## src/rtl/mul_seq.sv

```systemverilog
// mul_seq: multi-cycle 32x32 multiplier for MUL / UMULL / SMULL.
// Radix-2 shift-add over a 64-bit accumulator, 32 RUN steps, one FIX step
// for sign correction, one DONE cycle. Latency is fixed at 34 cycles from
// the accepting edge to the return to IDLE, independent of operand values.
module mul_seq (
    input  logic        clk,
    input  logic        reset,
    input  logic        start,
    input  logic [2:0]  ALUControl,
    input  logic [31:0] SrcA,
    input  logic [31:0] SrcB,
    input  logic        flush,
    output logic        busy,
    output logic        done,
    output logic [31:0] ResultLo,
    output logic [31:0] ResultHi,
    output logic [1:0]  MulFlags
);

    localparam logic [2:0] OP_MUL   = 3'b101;
    localparam logic [2:0] OP_UMULL = 3'b110;
    localparam logic [2:0] OP_SMULL = 3'b111;

    typedef enum logic [1:0] {IDLE, RUN, FIX, DONE} state_t;

    state_t      state, state_nxt;
    logic [4:0]  count;
    logic [31:0] mcand;      // multiplicand magnitude
    logic [63:0] acc;        // {partial high, remaining multiplier / low product}
    logic        sign;       // final negate request (SMULL only)
    logic        is_mul;     // 32-bit MUL: high word forced to zero

    logic        op_valid;
    logic        accept;
    logic        is_smull_in;
    logic [31:0] abs_a, abs_b;
    logic [32:0] add_sum;
    logic [63:0] acc_step;
    logic [63:0] acc_fix;
    logic [31:0] res_lo_nxt, res_hi_nxt;
    logic [1:0]  flags_nxt;

    assign op_valid    = (ALUControl == OP_MUL) || (ALUControl == OP_UMULL) ||
                         (ALUControl == OP_SMULL);
    assign is_smull_in = (ALUControl == OP_SMULL);

    // SMULL works on magnitudes; 0x80000000 maps onto itself, which is the
    // correct unsigned magnitude 2^31.
    assign abs_a = (is_smull_in && SrcA[31]) ? (~SrcA + 32'd1) : SrcA;
    assign abs_b = (is_smull_in && SrcB[31]) ? (~SrcB + 32'd1) : SrcB;

    // One shift-add step: add multiplicand into the high half when the
    // current multiplier LSB is set, then shift the whole 65-bit value right.
    assign add_sum  = {1'b0, acc[63:32]} + (acc[0] ? {1'b0, mcand} : 33'd0);
    assign acc_step = {add_sum, acc[31:1]};

    // Sign correction applied in FIX.
    assign acc_fix = sign ? (~acc + 64'd1) : acc;

    // Final result word and flag formation, committed on the FIX -> DONE edge.
    always_comb begin
        res_lo_nxt = acc_fix[31:0];
        res_hi_nxt = acc_fix[63:32];
        flags_nxt  = {acc_fix[63], (acc_fix == 64'd0)};
        if (is_mul) begin
            res_hi_nxt = 32'd0;
            flags_nxt  = {acc_fix[31], (acc_fix[31:0] == 32'd0)};
        end
    end

    // Next-state and status outputs.
    always_comb begin
        state_nxt = state;
        accept    = 1'b0;
        busy      = (state != IDLE);
        done      = (state == DONE);
        case (state)
            IDLE: begin
                if (start && op_valid) begin
                    state_nxt = RUN;
                    accept    = 1'b1;
                end
            end
            RUN: begin
                if (flush)
                    state_nxt = IDLE;
                else if (count == 5'd31)
                    state_nxt = FIX;
            end
            FIX: begin
                if (flush)
                    state_nxt = IDLE;
                else
                    state_nxt = DONE;
            end
            DONE:    state_nxt = IDLE;
            default: state_nxt = IDLE;
        endcase
    end

    // State register; reset wins over flush and start.
    always_ff @(posedge clk) begin
        if (reset)
            state <= IDLE;
        else
            state <= state_nxt;
    end

    // Step counter: cleared on accept, advanced once per RUN step.
    always_ff @(posedge clk) begin
        if (reset)
            count <= 5'd0;
        else if (accept)
            count <= 5'd0;
        else if ((state == RUN) && !flush)
            count <= count + 5'd1;
        else if (flush && (state == RUN || state == FIX))
            count <= 5'd0;
    end

    // Operand latch and accumulator; untouched while busy except by stepping.
    always_ff @(posedge clk) begin
        if (reset) begin
            mcand  <= 32'd0;
            acc    <= 64'd0;
            sign   <= 1'b0;
            is_mul <= 1'b0;
        end else if (accept) begin
            mcand  <= abs_a;
            acc    <= {32'd0, abs_b};
            sign   <= is_smull_in & (SrcA[31] ^ SrcB[31]);
            is_mul <= (ALUControl == OP_MUL);
        end else if ((state == RUN) && !flush) begin
            acc    <= acc_step;
        end
    end

    // Result registers: updated only when an operation completes, so they
    // hold through flushes and until the next operation finishes.
    always_ff @(posedge clk) begin
        if (reset) begin
            ResultLo <= 32'd0;
            ResultHi <= 32'd0;
            MulFlags <= 2'b00;
        end else if ((state == FIX) && !flush) begin
            ResultLo <= res_lo_nxt;
            ResultHi <= res_hi_nxt;
            MulFlags <= flags_nxt;
        end
    end

endmodule

```

## config.mk

```make
export PLATFORM = sky130hd
export DESIGN_NAME = mul_seq
export DESIGN_NICKNAME = d
export VERILOG_FILES = /design/src/rtl/mul_seq.sv
export SDC_FILE = /design/constraint.sdc
export NUM_CORES = 1
export LEC_CHECK = 0
export CORE_UTILIZATION = 45
export DETAILED_ROUTE_END_ITERATION = 7
export PLACE_DENSITY = 0.67
export SLEW_MARGIN = 20
export SYNTH_ARGS = -nofsm -noshare
export SYNTH_HDL_FRONTEND = slang
export SYNTH_SLANG_ARGS = --single-unit
```

## constraint.sdc

```tcl
create_clock -name clk -period 4 [get_ports clk]
set_input_delay 1.2 -clock clk [delete_from_list [all_inputs] [get_ports clk]]
set_output_delay 1.2 -clock clk [all_outputs]
set_load 0.05 [all_outputs]
```

-- Yosys cells after proc, flatten, opt, wreduce, memory -nomap -nowiden
Index checks and enable logic that the tools add are counted.
- bits in registers: 171
- input bits: 71
- output and inout port bits: 68
- add/subtract/negate cells: 5
- equal/unequal tests: 9
- multiplexer cells: 17
- bitwise logic cells: 5
- reductions and logical operators: 18
- operators by type and width (cell ; number):
    32-bit 2-to-1 mux ; 6
    32-bit by 1-bit adder with 32-bit output (second input constant) ; 2
    64-bit by 1-bit adder with 64-bit output (second input constant) ; 1
    64-bit zero test ; 1
    64-bit 2-to-1 mux ; 1
    32-bit NOT ; 2
    64-bit NOT ; 1
    32-bit by 32-bit adder with 33-bit output ; 1
    32-bit zero test ; 1
    2-bit 2-to-1 mux ; 5
    5-bit 2-to-1 mux ; 2
    3-bit == test (second input constant) ; 3
    2-bit one-hot mux with 4 select lines ; 1
    1-bit logical AND ; 6
    2-bit nonzero test ; 3
    5-bit by 1-bit adder with 5-bit output (second input constant) ; 1
    5-bit == test (second input constant) ; 1
    2-bit == test (second input constant) ; 2
    1-bit logical OR ; 3
    3-bit inequality test (second input constant) ; 1
    2-bit by 1-bit == test with 1-bit output (second input constant) ; 1
    2-bit zero test ; 1
    1-bit 2-to-1 mux ; 2
    2-bit inequality test (second input constant) ; 1
    other kinds (5) ; 5

-- Longest topological paths before layout
Gate-level depths: netlist of run 1.
- word-level depth: 7
- depth in mapped cells: 15
- depth with buffers taken out: 12

-- Least setup slack after synthesis of run 1
No wires, ideal clock.
- path type: register to register
- from: register acc[0]
- to: register MulFlags[0]
- arrival: 3.550 ns
- data required time: 3.916 ns
- slack: 0.365 ns
- cell stages (with the launch flop): 15
- path buffers: 3
- path through: dfxtp_1 > clkbuf_1 > clkbuf_1 > inv_1 > ha_1 > or4b_1 > clkbuf_1 > nor4_1 > nand4_1 > o41ai_1 > xnor2_1 > or4_4 > a2111oi_4 > a41oi_1 > o31ai_2
- longest elaborated chain between the ends: 5
- elaborated cells on any way between the ends: 6
- RTL lines (what ; line ; source):
    start: declaration ; 29 ; logic [63:0] acc;
    start signal: assignment ; 130 ; acc <= {32'd0, abs_b};
    start signal: assignment ; 134 ; acc <= acc_step;
    64-bit NOT ; 58 ; assign acc_fix = sign ? (~acc + 64'd1) : acc;
    64-bit by 1-bit adder with 64-bit output ; 58 ;
    64-bit 2-to-1 mux (*) ; 58 ;
    64-bit zero test or 32-bit zero test (tied branches) ; 64, 67 ;
    2-bit 2-to-1 mux (*) ; 65 ; if (is_mul) begin
    end signal: assignment ; 148 ; MulFlags <= flags_nxt;
    end: declaration ; 17 ; output logic [1:0] MulFlags
Mark *: on every way between the ends. The rest lies on a longest branch, timed or not.
A chain may end at the register's enable or synchronous reset.

-- Final worst setup path of run 1
Same ends and word-level chain as after synthesis.

==> flow_metrics.tcl, run 1 <==
set metrics [dict create \
    first_pass_iters 5 \
    stdcell_count 1952 \
    crit_type "register to register" \
    synth_warnings 0 \
    status "finished, final reports clean" \
    grt_pass1_vias 10096 \
    period_minus_slack_ns 3.75 \
    port_buffers 138 \
    finalPower_w 0.00440 \
    min_from "mcand[31]$_SDFFE_PP0P_" \
    seq_power_share 0.417 \
    wire_per_inst_um 16.5 \
    cts_tree "done" \
    place_inst 1921 \
    start_util 0.456 \
    syn_area_um2 11500 \
    post_cts_buffers 0 \
    drt-vias-per-instance 5.75 \
    grt_start_max_net_pins 76 \
    synth_top_area_share 0.299 \
    place.gp.congestion 0.920 \
    drcViolationCount 0 \
    power_density_nw_per_um2 316 \
    via_count 11229 \
    synthFlopType "dfxtp_1" \
    cts_hold_repair.buffers 0 \
    postCtsResizedCells 0 \
    syn_nets 1615 \
    synthArstFlopShare 0 \
    synthCells 1500 \
    crit_required_ns 4.35 \
    grt_antenna_before_repair 0 \
    numCtsBuffers 17 \
    synth.area.top_cells "dfxtp_1 (30%), nor2_1 (6.8%), xnor2_1 (6.0%), nand2_1 (5.6%), ha_1 (4.7%)" \
    start_kind "register" \
    clock_sinks 171 \
    synth_edf_count 0 \
    switching_share 0.308 \
    clockBufferDepth 2 \
    die_area_um2 26100 \
    fill_cells 2423 \
    die_w_um 162 \
    nets 1725 \
    fmax_mhz 266 \
    arrival_ns 4.11 \
    hpwl_um 24700 \
    critPathCaptureType "register" \
    drive_gt1_frac 0.0746 \
    critPathMaxFanout 12 \
    slew_headroom 0.421 \
    area_growth_pct 21.6 \
    worst_pin_slew_ns 0.861 \
    min_path_type "register to register" \
    power.combinational.fraction 0.207 \
    io-pin-count 139 \
    grt_pass1_wl_um 52200 \
    antenna_cells 0 \
    cap_violations 0 \
    avgSynthCellArea_um2 7.64 \
    htree_levels 4 \
    irDropWorstVdd_mv 0.239 \
    power_frac_clock 0.375 \
    ant_nets 0 \
    rsz0062_at_grt "false" \
    ys_seq_area_frac 0.299 \
    insertion_delay_ns 0.44 \
    routed_wl_um 32200 \
    ys_types 70 \
    cp-startpoint "acc[0]$_SDFFE_PP0P_" \
    clkSlewWorstSetupHoldPaths_ns 0.07 \
    drt_iter0_markers 855 \
    net-switching-power_w 0.00136 \
    p_leak_nw 5.14 \
    fp.dieH_um 162 \
    post-synth-top-area-cell "dfxtp_1" \
    power.internal_w 0.00305 \
    slew_violations 0 \
    place_area_um2 13400 \
    grt.total_usage 0.246 \
    setup_viol 0 \
    final_cell_area_um2 13900 \
    finalCritPeriodShare 0.938 \
    ys_ff_latch 171 \
    root_buffer "clkbuf_16" \
    rows 58 \
    overflow 0 \
    fp.coreArea_um2 25100 \
    hold_viol 0 \
    rr_startpoint "acc[0]$_SDFFE_PP0P_" \
    fin_skew_ns 0.0110 \
]
state kept, by name, indices dropped and copies added, names as in the netlist:
signal    count
state         2
is_mul        1
ResultLo     32
acc          64
mcand        32
sign          1
ResultHi     32
count         5
MulFlags      2
cell usage in the layout (no fill, tap or decap), types with 12 or more instances in the layout:
| cell type | n |
|---|---|
| nor2_1 | 207 |
| nand2_1 | 172 |
| dfxtp_1 | 170 |
| clkdlybuf4s50_1 | 137 |
| a21oi_1 | 86 |
| xnor2_1 | 79 |
| a211oi_1 | 68 |
| buf_4 | 62 |
| o21ai_0 | 61 |
| xor2_1 | 57 |
| ha_1 | 43 |
| and2_1 | 39 |
| a311oi_1 | 38 |
| or3_1 | 36 |
| a22oi_1 | 32 |
| nor3_1 | 31 |
| o31ai_1 | 29 |
| o41ai_1 | 18 |
| inv_1 | 17 |
| clkbuf_16 | 17 |
| nand3_1 | 16 |
| nor4_1 | 15 |
| nand2b_1 | 15 |
| a21o_1 | 14 |
| or4_1 | 13 |
| nand4_1 | 12 |
per-layer routing:
metal	up-vias	GRT usage	part of all wire
li1	5635	-	-
met1	5165	0.371	0.51
met2	387	0.357	0.41
met3	42	0.0388	0.067
met4	0	0.0690	0.015
met5	-	0	0
cell usage after synthesis, drive strengths merged (32+ instances only):
cell type and number:
a22oi 32, a21oi 86, clkbuf 92, dfxtp 171, ha 43, a211oi 68
o21ai 61, xnor2 79, and2 39, or3 38, nor2 209, xor2 57
a311oi 38, nor3 32, nand2 172
area by class of cell:
cell class / count / area (um2) / area share
clock buffer: 17 / 425 / 0.0305
clock inverter: 14 / 145 / 0.0104
inverter: 17 / 63.8 / 0.00458
multi-input combinational: 1201 / 7570 / 0.543
sequential: 171 / 3420 / 0.246
tap: 330 / 413 / 0.0296
timing repair buffer: 202 / 1890 / 0.136
critical path: stages (launching register included):
cell and delay, ns:
dfxtp_1 0.40, inv_1 0.13, ha_1 0.17, or4b_1 0.58, nor4_1 0.32, nand4_1 0.24
buf_4 0.26, o41ai_1 0.47, xnor2_1 0.18, nor4_1 0.29, and4_1 0.26, a41oi_1 0.17
o31ai_2 0.20
cells by family (layout without fill, tap and decap cells):
family          count (synthesis)  after routing  share of synthesized area
fa+ha+maj                      44             44                     0.0487
mux                            12             12                     0.0107
compound gates                397            397                      0.240
xor+xnor                      136            136                      0.104
simple gates                  612            612                      0.254
buf+inv                       128            250                     0.0431
flops                         171            171                      0.299
path summary, 6_finish.rpt:
path / to / cells past startpoint / slack [ns]
hold reg to reg: mcand[31]$_SDFFE_PP0P_ / 2 / 0.45
setup reg to reg: MulFlags[0]$_SDFFE_PP0P_ / 12 / 0.25
setup / recovery: MulFlags[0]$_SDFFE_PP0P_ / 12 / 0.25
hold / removal: mcand[31]$_SDFFE_PP0P_ / 2 / 0.45
power groups by stage:
stage / clock network, W / registers (W) / logic [W]
floorplan: 0 / 0.00185 / 0.000583
global placement: 0 / 0.00187 / 0.000887
detailed placement: 0 / 0.00187 / 0.000900
CTS: 0.00167 / 0.00183 / 0.000903
global route: 0.00174 / 0.00185 / 0.000995
finish: 0.00165 / 0.00184 / 0.000913
per-stage QoR:
stage                     setup TNS (ns)  hold slack (ns)   util  setup WS (ns)
after floorplan                        0            0.432      -          0.365
after global placement                 0            0.441  0.532         0.0118
after detailed placement          -0.224            0.444  0.532        -0.0506
after CTS                              0            0.454  0.554          0.290
after global routing                   0            0.476  0.555         0.0290
final                                  0            0.453  0.555          0.247
(Power assumes the default switching activity.)
==> run 2: changes to the inputs <==
--- a/config.mk
+++ b/config.mk
@@ -5,9 +5,9 @@
 export SDC_FILE = /design/constraint.sdc
 export NUM_CORES = 1
 export LEC_CHECK = 0
-export CORE_UTILIZATION = 45
+export CORE_UTILIZATION = 35
+export CTS_CLUSTER_DIAMETER = 50
 export DETAILED_ROUTE_END_ITERATION = 7
-export PLACE_DENSITY = 0.67
 export SLEW_MARGIN = 20
 export SYNTH_ARGS = -nofsm -noshare
 export SYNTH_HDL_FRONTEND = slang
==> constraint.sdc (replaced) <==
create_clock -name clk -period 3.6 [get_ports clk]
set_input_delay 1.08 -clock clk [delete_from_list [all_inputs] [get_ports clk]]
set_output_delay 1.08 -clock clk [all_outputs]
set_load 0.05 [all_outputs]
==> flow_metrics.tcl, run 2 (synthesis gave the netlist of run 1 again) <==
set metrics [dict create \
    insertion_delay_ns 0.45 \
    grt_use_met1 0.316 \
    clockBufferDepth 2 \
    rows 65 \
    fp.dieH_um 183 \
    cap_violations 0 \
    antenna_cells 0 \
    tns_ns 0 \
    grt_pass1_wl_um 56000 \
    crit_required_ns 3.96 \
    start_util 0.359 \
    fmax_mhz 288 \
    die_w_um 183 \
    period_minus_slack_ns 3.48 \
    fin_ws_ns 0.125 \
    slew_violations 0 \
    arrival_ns 3.84 \
    use_met2 0.297 \
    largest_register_ffs 64 \
    hold_viol 0 \
    slew_headroom 0.397 \
    root_buffer "clkbuf_16" \
    setup_viol 0 \
    stdcell_count 2133 \
    cts_hold_repair.buffers 0 \
    critPathCaptureType "register" \
    final_cell_mix "nor2_1 (206), nand2_1 (172), dfxtp_1 (169), clkdlybuf4s50_1 (137), buf_4 (134)" \
    port_buffers 138 \
    place_inst 2100 \
    drive_gt1_frac 0.124 \
    drcViolationCount 0 \
    place.gp.congestion 0.911 \
    routed_wl_um 34500 \
    drt-vias-per-instance 5.37 \
    min_path_type "register to register" \
    whs_ns 0.454 \
    numCtsBuffers 17 \
    area_growth_pct 28.6 \
    layout_commonest_cell "nor2_1" \
    wire_per_inst_um 16.2 \
    worst_pin_slew_ns 0.905 \
    dp_slack_ns -0.371 \
    status "finished, final reports clean" \
    p_leak_nw 5.54 \
    first_pass_iters 6 \
    grt.total_usage 0.208 \
    io-pin-count 139 \
    start_kind "register" \
    drt_iter0_markers 876 \
    power_density_nw_per_um2 335 \
    clkSlewWorstSetupHoldPaths_ns 0.08 \
    fp.coreArea_um2 31900 \
    ant_nets 0 \
    finalPower_w 0.00494 \
    irDropWorstVdd_mv 0.320 \
    regMostFlops "acc" \
    met3_usage 0.0365 \
    die_area_um2 33500 \
    finalCritPeriodShare 0.965 \
    grt.busiest_layer "met1" \
    overflow 0 \
    hpwl_um 26700 \
    crit_type "register to register" \
    critPathMaxFanout 12 \
    grt_pass1_vias 10535 \
    clock_sinks 171 \
    cts_tree "done" \
    via_count 11447 \
    nets 1800 \
    htree_levels 4 \
    fin_skew_ns 0.0155 \
    grt_antenna_before_repair 0 \
    grt_start_max_net_pins 69 \
]
==> run 2: changes by cell type in the layout (fill, tap and decap cells not counted), moves of 2 or more <==
cell	before	now
nor3_2	1	5
buf_4	62	134
o41ai_2	0	4
bufinv_16	2	0
buf_12	2	6
clkinvlp_4	1	3
nor3_1	31	27
clkinv_2	5	1
inv_8	0	5
o41ai_1	18	14
==> run 2: timing repair <==
item | 4_1_cts | 5_1_grt
setup buffers | 0 | 1
setup endpoints to repair | 0 | 16
resized for setup | 0 | 14
==> run 2: worst paths after layout <==
kind | start | endpoint | slack (ns) | cells after the start
min | mcand[0]$_SDFFE_PP0P_ | mcand[0]$_SDFFE_PP0P_ | 0.45 | 2
max | acc[20]$_SDFFE_PP0P_ | MulFlags[0]$_SDFFE_PP0P_ | 0.12 | 10
max reg2reg | acc[20]$_SDFFE_PP0P_ | MulFlags[0]$_SDFFE_PP0P_ | 0.12 | 10
min reg2reg | mcand[0]$_SDFFE_PP0P_ | mcand[0]$_SDFFE_PP0P_ | 0.45 | 2
==> run 2: per-layer routing <==
| metal | share of wire | routed length, um |
|---|---|---|
| met1 | 0.52 | 17900 |
| met2 | 0.41 | 14200 |
| met3 | 0.059 | 2040 |
| met4 | 0.012 | 417 |
| met5 | 0 | 0 |
==> run 2: where the power goes <==
part / leakage [nW] / internal [W] / switching, W
Clock: 0.268 / 0.000915 / 0.000882
Combinational: 3.88 / 0.000459 / 0.000665
Sequential: 1.39 / 0.00196 / 0.0000557
Total: 5.54 / 0.00334 / 0.00160
==> run 2: through the flow <==
| step | utilization | area (um2) |
|---|---|---|
| after CTS | 0.460 | 14700 |
| after floorplan | - | 11500 |
| final | 0.462 | 14700 |
| after global routing | 0.462 | 14700 |
| after global placement | 0.442 | 14100 |
| after detailed placement | 0.442 | 14100 |
==> run 2: area by class of cell <==
type                    count  area [um2]
repair buffers            277        2500
clock inverters            14         128
clock buffers              18         429
well taps                 435         544
multi-input cells        1201        7640
flip-flops and latches    171        3430
fillers                  3211       17100
inverters                  17        63.8
==> run 2: critical path: stages, from the launching register on <==
cell	delay, ns
dfxtp_1	0.32
or4_1	0.54
nor4_1	0.22
nand4_1	0.25
buf_4	0.27
o41ai_4	0.35
xnor2_1	0.17
or4_4	0.57
a2111oi_4	0.34
a41oi_2	0.18
o31ai_2	0.18
==> run 3: changes to the inputs <==
--- a/config.mk
+++ b/config.mk
@@ -5,9 +5,11 @@
 export SDC_FILE = /design/constraint.sdc
 export NUM_CORES = 1
 export LEC_CHECK = 0
-export CORE_UTILIZATION = 35
+export CAP_MARGIN = 20
+export CORE_UTILIZATION = 57
 export CTS_CLUSTER_DIAMETER = 50
 export DETAILED_ROUTE_END_ITERATION = 7
+export PLACE_DENSITY = 0.81
 export SLEW_MARGIN = 20
 export SYNTH_ARGS = -nofsm -noshare
 export SYNTH_HDL_FRONTEND = slang
==> flow_metrics.tcl, run 3 (synthesis gave the netlist of run 1 again) <==
set metrics [dict create \
    setup_viol 0 \
    hold_viol 0 \
    die_area_um2 20700 \
    port_buffers 138 \
    via_count 11615 \
    largest_register_ffs 64 \
    grt_pass1_wl_um 51800 \
    antenna_cells 0 \
    multiInputGateArea_um2 7660 \
    ant_nets 0 \
    die_w_um 144 \
    fmax_mhz 294 \
    power_frac_clock 0.362 \
    grt_start_max_net_pins 67 \
    switching_share 0.308 \
    hpwl_um 24600 \
    io-pin-count 139 \
    htree_levels 4 \
    clock_sinks 171 \
    crit_path_top_delay_cell "or4_1" \
    root_buffer "clkbuf_16" \
    wire_per_inst_um 16.7 \
    area_growth_pct 25.4 \
    finalPower_w 0.00495 \
    p_leak_nw 5.46 \
    drcViolationCount 0 \
    power.internal_w 0.00342 \
    seq_power_share 0.408 \
    start_util 0.585 \
    drt-vias-per-instance 5.98 \
    crit_required_ns 3.96 \
    worst_pin_slew_ns 0.734 \
    power_density_nw_per_um2 344 \
    first_pass_iters 5 \
    status "finished, final reports clean" \
    fp.dieH_um 144 \
    drt_iter0_markers 899 \
    place.gp.congestion 0.932 \
    drive_gt1_frac 0.113 \
    overflow 0 \
    rows 51 \
    irDropWorstVdd_mv 0.321 \
    slew_violations 0 \
    fin_skew_ns 0.0135 \
    critPathCaptureType "register" \
    clockBufferDepth 2 \
    nets 1779 \
    grt_pass1_vias 10161 \
    crit_top_cell "or3_4" \
    fin_util 0.733 \
    arrival_ns 3.76 \
    start_kind "input pin" \
    cts_hold_repair.buffers 0 \
    power.combinational.fraction 0.230 \
    period_minus_slack_ns 3.41 \
    cts_tree "done" \
    grt.total_usage 0.315 \
    insertion_delay_ns 0.44 \
    layout_commonest_cell "nor2_1" \
    regMostFlops "acc" \
    critPathMaxFanout 4 \
    rsz0062_at_grt "false" \
    slew_headroom 0.511 \
    max_stage_delay_ns 0.56 \
    min_path_type "register to register" \
    fill_cells 1531 \
    seq_area_um2 3430 \
    grt_antenna_before_repair 0 \
    cap_violations 0 \
    finalCritPeriodShare 0.946 \
    final_cell_mix "nor2_1 (208), nand2_1 (172), dfxtp_1 (168), clkdlybuf4s50_1 (137), buf_4 (113)" \
    stdcell_count 1942 \
    tns_ns 0 \
    clkSlewWorstSetupHoldPaths_ns 0.07 \
    fp.coreArea_um2 19600 \
    cp_cell_sequence "clkdlybuf4s50_1 -> or4_1 -> or3_4 -> nor3_2 -> nand2_1 -> or3_4 -> o21ai_0 -> xnor2_1 -> nor2_1 -> a311oi_1" \
    routed_wl_um 32400 \
    rrSetupSlack_ns 0.20 \
    net-switching-power_w 0.00152 \
    numCtsBuffers 17 \
    place_inst 1907 \
    crit_type "input pin to register" \
]
-- run 3: cell count changes in the layout (fill, tap and decap cells not counted), sizes merged --
cell / before / now
clkbuf: 18 / 20
buf: 140 / 119
clkinv: 2 / 6
bufinv: 0 / 1
inv: 26 / 20
clkinvlp: 3 / 2
-- run 3: metrics by stage --
| step | setup slack (ns) | cell area, um2 | hold WS, ns |
|---|---|---|---|
| final | 0.194 | 14400 | 0.455 |
| after detailed placement | -0.394 | 13700 | 0.450 |
| after global routing | 0.0206 | 14400 | 0.485 |
| after floorplan | 0.0179 | 11500 | 0.432 |
| after CTS | 0.0535 | 14200 | 0.460 |
| after global placement | -0.254 | 13700 | 0.440 |
-- run 3: repair_timing --
action / CTS / global route
resized for setup: 1 / 21
setup buffers: 0 / 3
endpoints found under the setup margin: 2 / 14
cloned: 0 / 0
pin swaps: 0 / 7
-- run 3: power groups by stage --
| stage | Combinational, W | Sequential (W) | Clock (W) |
|---|---|---|---|
| 5_1_grt | 0.00122 | 0.00203 | 0.00189 |
| 4_1_cts | 0.00109 | 0.00202 | 0.00181 |
| 3_5_place_dp | 0.00108 | 0.00206 | 0 |
| 6_report | 0.00114 | 0.00202 | 0.00179 |
| 2_1_floorplan | 0.000649 | 0.00206 | 0 |
| 3_3_place_gp | 0.00106 | 0.00205 | 0 |
-- run 3: worst paths after layout --
path | from | endpoint | depth (start not counted)
min reg2reg | mcand[31]$_SDFFE_PP0P_ | mcand[31]$_SDFFE_PP0P_ | 2
max | SrcB[8] | acc[30]$_SDFFE_PP0P_ | 10
max reg2reg | acc[0]$_SDFFE_PP0P_ | acc[63]$_SDFFE_PP0P_ | 12
min | mcand[31]$_SDFFE_PP0P_ | mcand[31]$_SDFFE_PP0P_ | 2
-- run 3: final cells by class --
cell class / instances / share of cell area
Timing Repair Buffer: 256 / 0.161
Inverter: 17 / 0.00444
Sequential cell: 171 / 0.239
Clock buffer: 20 / 0.0318
Clock inverter: 12 / 0.00784
Tap cell: 265 / 0.0231
Multi-Input combinational cell: 1201 / 0.533
-- run 3: metal layers --
| metal | part of all wire | global-route usage | vias to the layer above | wire length (um) |
|---|---|---|---|---|
| met5 | 0 | 0 | - | 0 |
| met4 | 0.018 | 0.0997 | 0 | 580 |
| met3 | 0.086 | 0.0546 | 46 | 2780 |
| met2 | 0.43 | 0.470 | 497 | 13900 |
| met1 | 0.47 | 0.457 | 5326 | 15100 |
| li1 | - | - | 5746 | - |
-- run 3: critical path, delay by kind of cell --
| kind | cells | cell delay [ns] |
|---|---|---|
| and+or+nand+nor | 6 | 1.69 |
| AOI/OAI and AO/OA | 2 | 0.42 |
| xor gates and xnor gates | 1 | 0.16 |
| buffers and inverters | 1 | 0.41 |
